`config.mk`:
```
export PLATFORM = sky130hd
export DESIGN_NAME = hazard_scoreboard_id
export DESIGN_NICKNAME = d
export VERILOG_FILES = /design/src/rtl/hazard_scoreboard_id.sv
export SDC_FILE = /design/constraint.sdc
export NUM_CORES = 1
export LEC_CHECK = 0
export BUFFER_PORTS_ARGS = -buffer_cell sky130_fd_sc_hd__clkbuf_2
export CORE_MARGIN = 2
export CORE_UTILIZATION = 52
export DETAILED_ROUTE_END_ITERATION = 8
export GPL_TIMING_DRIVEN = 0
export MAX_ROUTING_LAYER = met4
export PLACE_DENSITY = 0.86
export SLEW_MARGIN = 15
export SYNTH_ARGS = -nofsm -noshare
export SYNTH_HDL_FRONTEND = slang
export SYNTH_SLANG_ARGS = --single-unit
```
`constraint.sdc`:
```
create_clock -name clk -period 3.23 [get_ports clk]
set_clock_uncertainty 0.1 [all_clocks]
set_input_delay 0.646 -clock clk [delete_from_list [all_inputs] [get_ports clk]]
set_output_delay 0.646 -clock clk [all_outputs]
set_load 0.005 [all_outputs]
```
`src/rtl/hazard_scoreboard_id.sv`:
```
// rtl/hazard_scoreboard_id.sv - ID-stage destination tag scoreboard with load-use and HI/LO stall control
module hazard_scoreboard_id #(
    parameter int MDU_LATENCY = 4,
    parameter int CNT_W       = 4
) (
    input  logic        clk,
    input  logic        rst,
    input  logic        id_valid,
    input  logic [4:0]  id_rs,
    input  logic [4:0]  id_rt,
    input  logic        id_uses_rs,
    input  logic        id_uses_rt,
    input  logic        id_RegWriteEn,
    input  logic [4:0]  id_writeRegister,
    input  logic        id_MemRead,
    input  logic        id_is_mdu,
    input  logic        id_reads_hilo,
    input  logic        flush,
    output logic        stall_ID,
    output logic        bubble_IDEX,
    output logic        RegWriteEn_EXMEM,
    output logic [4:0]  writeRegister_EXMEM,
    output logic        RegWriteEn_MEMWB,
    output logic [4:0]  writeRegister_MEMWB,
    output logic        mdu_busy,
    output logic [31:0] pending_regs
);

    // One in-flight instruction as seen by the hazard logic.
    typedef struct packed {
        logic       wen;
        logic       load;
        logic       mdu;
        logic [4:0] dest;
    } slot_t;

    slot_t            s1;   // ID/EX
    slot_t            s2;   // EX/MEM
    slot_t            s3;   // MEM/WB
    slot_t            s1_next;
    logic [CNT_W-1:0] cnt;
    logic             issue;
    logic             rs_match;
    logic             rt_match;
    logic             load_use;
    logic             hilo_hazard;

    // Decide what enters ID/EX: the ID instruction when it issues, else a bubble.
    // A write to $0 is dropped here so no later stage ever sees it as pending.
    always_comb begin
        s1_next = '0;
        if (issue) begin
            s1_next.wen  = id_RegWriteEn && (id_writeRegister != 5'd0);
            s1_next.load = id_MemRead;
            s1_next.mdu  = id_is_mdu;
            s1_next.dest = id_writeRegister;
        end
    end

    // Hazard detection: only a load still in ID/EX cannot be forwarded in time,
    // and HI/LO consumers must wait out the MDU including the op sitting in ID/EX.
    always_comb begin
        rs_match    = id_uses_rs && (s1.dest == id_rs);
        rt_match    = id_uses_rt && (s1.dest == id_rt);
        load_use    = s1.wen && s1.load && (rs_match || rt_match);
        hilo_hazard = ((cnt != '0) || s1.mdu) && (id_reads_hilo || id_is_mdu);
        stall_ID    = id_valid && !flush && (load_use || hilo_hazard);
        bubble_IDEX = stall_ID || flush;
        issue       = id_valid && !flush && !stall_ID;
    end

    // Slot pipeline advances every cycle; stalls only change what enters S1.
    always_ff @(posedge clk or posedge rst) begin
        if (rst) begin
            s1 <= '0;
            s2 <= '0;
            s3 <= '0;
        end else begin
            s1 <= s1_next;
            s2 <= s1;
            s3 <= s2;
        end
    end

    // MDU busy counter: reload as the op leaves ID/EX, then count down to 0.
    always_ff @(posedge clk or posedge rst) begin
        if (rst) begin
            cnt <= '0;
        end else if (s1.mdu) begin
            cnt <= CNT_W'(MDU_LATENCY);
        end else if (cnt != '0) begin
            cnt <= cnt - CNT_W'(1);
        end
    end

    // Exported forwarding tags and status come straight from registers.
    always_comb begin
        RegWriteEn_EXMEM    = s2.wen;
        writeRegister_EXMEM = s2.dest;
        RegWriteEn_MEMWB    = s3.wen;
        writeRegister_MEMWB = s3.dest;
        mdu_busy            = (cnt != '0);
    end

    // Per-register pending-write map; $0 is never pending.
    always_comb begin
        pending_regs = '0;
        for (int r = 1; r < 32; r++) begin
            pending_regs[r] = (s1.wen && (s1.dest == 5'(r))) ||
                              (s2.wen && (s2.dest == 5'(r))) ||
                              (s3.wen && (s3.dest == 5'(r)));
        end
    end

endmodule

```
==> run_results.csv <==
group,metric,value,unit
placement,place_hpwl,3680,um
setup_path,critical_path_class,"flop to primary output",
layout,instances_no_fill,346,
drt,wirelength,4650,um
power_and_ir_drop,irDropWorstVdd,0.346,mV
setup_path,cp_slowest_cell,"dfrtp_1",
timing,slew_viol_final,0,
setup_path,critPathMaxStageDelay,0.42,ns
synth,syn_avg_cell_area,7.71,sq um
global_routing,grt_pass1_vias,1517,
synth,yosysWarningCount,0,
global_routing,grt_usage,25.4,%
drt,dr_total_vias,1896,
setup_path,critPathArrivalTime,2.21,ns
power_and_ir_drop,p_leak,0.00120,uW
die,core_area,3280,sq um
drt,drtAntennaViolNets,0,
synth,synth.distinct_cells,39,
die,die-height,61.9,um
clocking,cts_inserted_buffers,3,
global_routing,grt_use_met1,32.8,%
synth,syn_area,1740,sq um
placement,place_worst_setup_slack,0.602,ns
min_path,hold_class,"flop to flop",
synth,synth_top_area_share,34.5,%
power_and_ir_drop,pwr_density_cell,350,nW/um^2
setup_path,crit_fanout,10,
drt,dr.pass1.iters,5,
setup_path,rr_worst_depth,8,
synth,async_flop_share,100,%
timing,maxSlewHeadroom,43.8,%
layout,layout.nets,328,
timing,fin_setup_tns,0,ns
global_routing,grt_remaining_overflow,0,
clocking,cts_max_path_buffers,2,
synth,synth_edf_count,0,
die,start_util,53.1,%
setup_path,path_cells,"inv_1 > ha_1 > or3b_1 > buf_6 > o22ai_2 > o21ai_2 > a31oi_4 > o21bai_1 > clkbuf_2",
layout,syn2layout_area_growth,25.5,%
clocking,cts_htree_levels,1,
synth,synthFlopType,"dfrtp_1",
drt,drc,0,
synth,ys_seq_area_share,34.5,%
setup_path,rrSetupSlack,1.15,ns
placement,dp.cells,342,
die,die_w,61.9,um
synth,synthAdderAreaFrac,1.44,%
synth,syn_nets,253,
clocking,clk_pin_slew,0.12,ns
timing,holdWs,0.277,ns
layout,final_common_cell,"clkbuf_2",
run,cap_viol_max_count,0,
clocking,cts_sinks,24,
global_routing,busiest_layer,"met2",
global_routing,grt_start_max_net_pins,25,
placement,place_congestion,0.928,
setup_path,crit_start,"cnt[0]$_DFFE_PP0P_",
synth,synth-simple-area-share,33.0,%
outcome,outcome,"completed",
timing,timing.fmax,339,MHz
timing,worst_pin_slew,0.842,ns
clocking,hold_buffers,0,
placement,io_buffers,70,
layout,antenna_cells,0,
global_routing,grt_pass1_wl,6990,um
global_routing,antenna_found_initial,0,
synth,synth-compound-area-share,19.9,%
clocking,clock_latency,0.30,ns
setup_path,critPathCapture,"bubble_IDEX",
global_routing,use_met3,1.86,%
synth,yosysTopAreaCell,"dfrtp_1",
synth,synthXorXnorAreaFrac,5.53,%
layout,fin_util,66.6,%
timing,layout_min_cycle_time,2.95,ns
timing,setup_viol,0,
timing,report.final.hold_viol_count,0,
timing,grt_setup_unrepaired,"no",
timing,period_share,91.4,%
clocking,root_buffer,"clkbuf_4",
timing,setup_ws,0.277,ns
setup_path,critPathLaunchType,"flop",
setup_path,required,2.48,ns
drt,drt-initial-drc-count,209,
drt,via_per_inst,5.48,
setup_path,crit_path_end_kind,"primary output",
die,io_pins,72,
setup_path,r2r_start,"cnt[0]$_DFFE_PP0P_",
clocking,postCtsSetupBuffers,0,
synth,synth_top_family_by_area,"simple AND/OR/NAND/NOR gates",
layout,drive_gt1_share,28.3,%
setup_path,reg2reg_to,"s1[4]$_DFF_PP0_",
synth,muxShareOfSynthArea,0,%
die,dieArea,3830,sq um
global_routing,grt_use_met2,43.9,%
clocking,ctsResizeCount,0,
synth,synth_area_leaders,"dfrtp_1 (34%), nand2_1 (13%), a22oi_1 (9.0%)",
drt,wl_per_cell,13.4,um
layout,final_cell_mix,"clkbuf_2 (70), nand2_1 (59), dfrtp_1 (24)",
clocking,cts_tree,"yes",
synth,synth_cells,226,
synth,ys_ff_latch,24,
die,num_rows,21,
[flip-flops by register name, indices dropped and copies added (netlist names)]
register / count
s1: 8
writeRegister_MEMWB: 5
RegWriteEn_EXMEM: 1
RegWriteEn_MEMWB: 1
cnt: 4
writeRegister_EXMEM: 5
[per-layer routing]
| layer | vias to the layer above | part of all wire (%) |
|---|---|---|
| li1 | 934 | - |
| met1 | 854 | 43 |
| met2 | 102 | 50 |
| met3 | 6 | 6.4 |
| met4 | 0 | 1.2 |
| met5 | - | 0 |
[power breakdown]
group | switching, uW | leakage [uW] | internal (uW)
logic | 130 | 0.000851 | 109
registers | 37.0 | 0.000324 | 339
clock network | 80.7 | 0.0000210 | 68.7
total | 248 | 0.00120 | 517
[kinds of logic after synthesis]
kind of cell | after synthesis
flip-flops | 24
AO/OA/AOI/OAI | 42
XOR/XNOR | 11
other | 1
AND/OR/NAND/NOR | 125
buffers and inverters | 21
adder cells (fa/ha/maj) | 2
[worst max-delay path: cells and delay by family, from the launching register on]
kind,cells,cell delay [ns]
fa+ha+maj,1,0.20
simple gates,1,0.37
compound gates,4,0.57
buf+inv,3,0.34
flops,1,0.42
[stage by stage]
stage                     power [uW]  cell area [sq um]
after floorplan                  542               1740
after global placement           608               2150
after global routing             822               2190
after detailed placement         623               2150
after CTS                        771               2190
final                            765               2190
[how the worst min path moves through the flow]
stage                                from  cells past startpoint                               end
after detailed placement  s1[0]$_DFF_PP0_                      0  writeRegister_EXMEM[0]$_DFF_PP0_
after floorplan           s1[0]$_DFF_PP0_                      0  writeRegister_EXMEM[0]$_DFF_PP0_
after global placement    s1[0]$_DFF_PP0_                      0  writeRegister_EXMEM[0]$_DFF_PP0_
final                     s1[0]$_DFF_PP0_                      0  writeRegister_EXMEM[0]$_DFF_PP0_
after CTS                 s1[0]$_DFF_PP0_                      0  writeRegister_EXMEM[0]$_DFF_PP0_
after global routing      s1[1]$_DFF_PP0_                      0  writeRegister_EXMEM[1]$_DFF_PP0_
[layout make-up]
cell class	count	area, sq um
fill	299	1100
sequential	24	601
clock buffer	4	36.3
buffer	12	61.3
tap	46	57.6
inverter	9	33.8
timing repair buffer	70	350
multi-input combinational	181	1050
[cells in the mapped netlist, types with 2 or more instances]
library cell and instances:
a32oi_1 6, a21oi_1 2, inv_1 9, ha_1 2
dfrtp_1 24, and3_1 9, nand4_1 2, buf_2 4
nand2_1 59, a22oi_1 21, xnor2_1 7, nand2b_1 7
nor2_1 22, a222oi_1 3, buf_1 2, o21ai_0 2
xor2_1 4, clkbuf_1 4, nor3_1 9, nor2b_1 9
No activity file was read; power rests on OpenSTA's default activity.
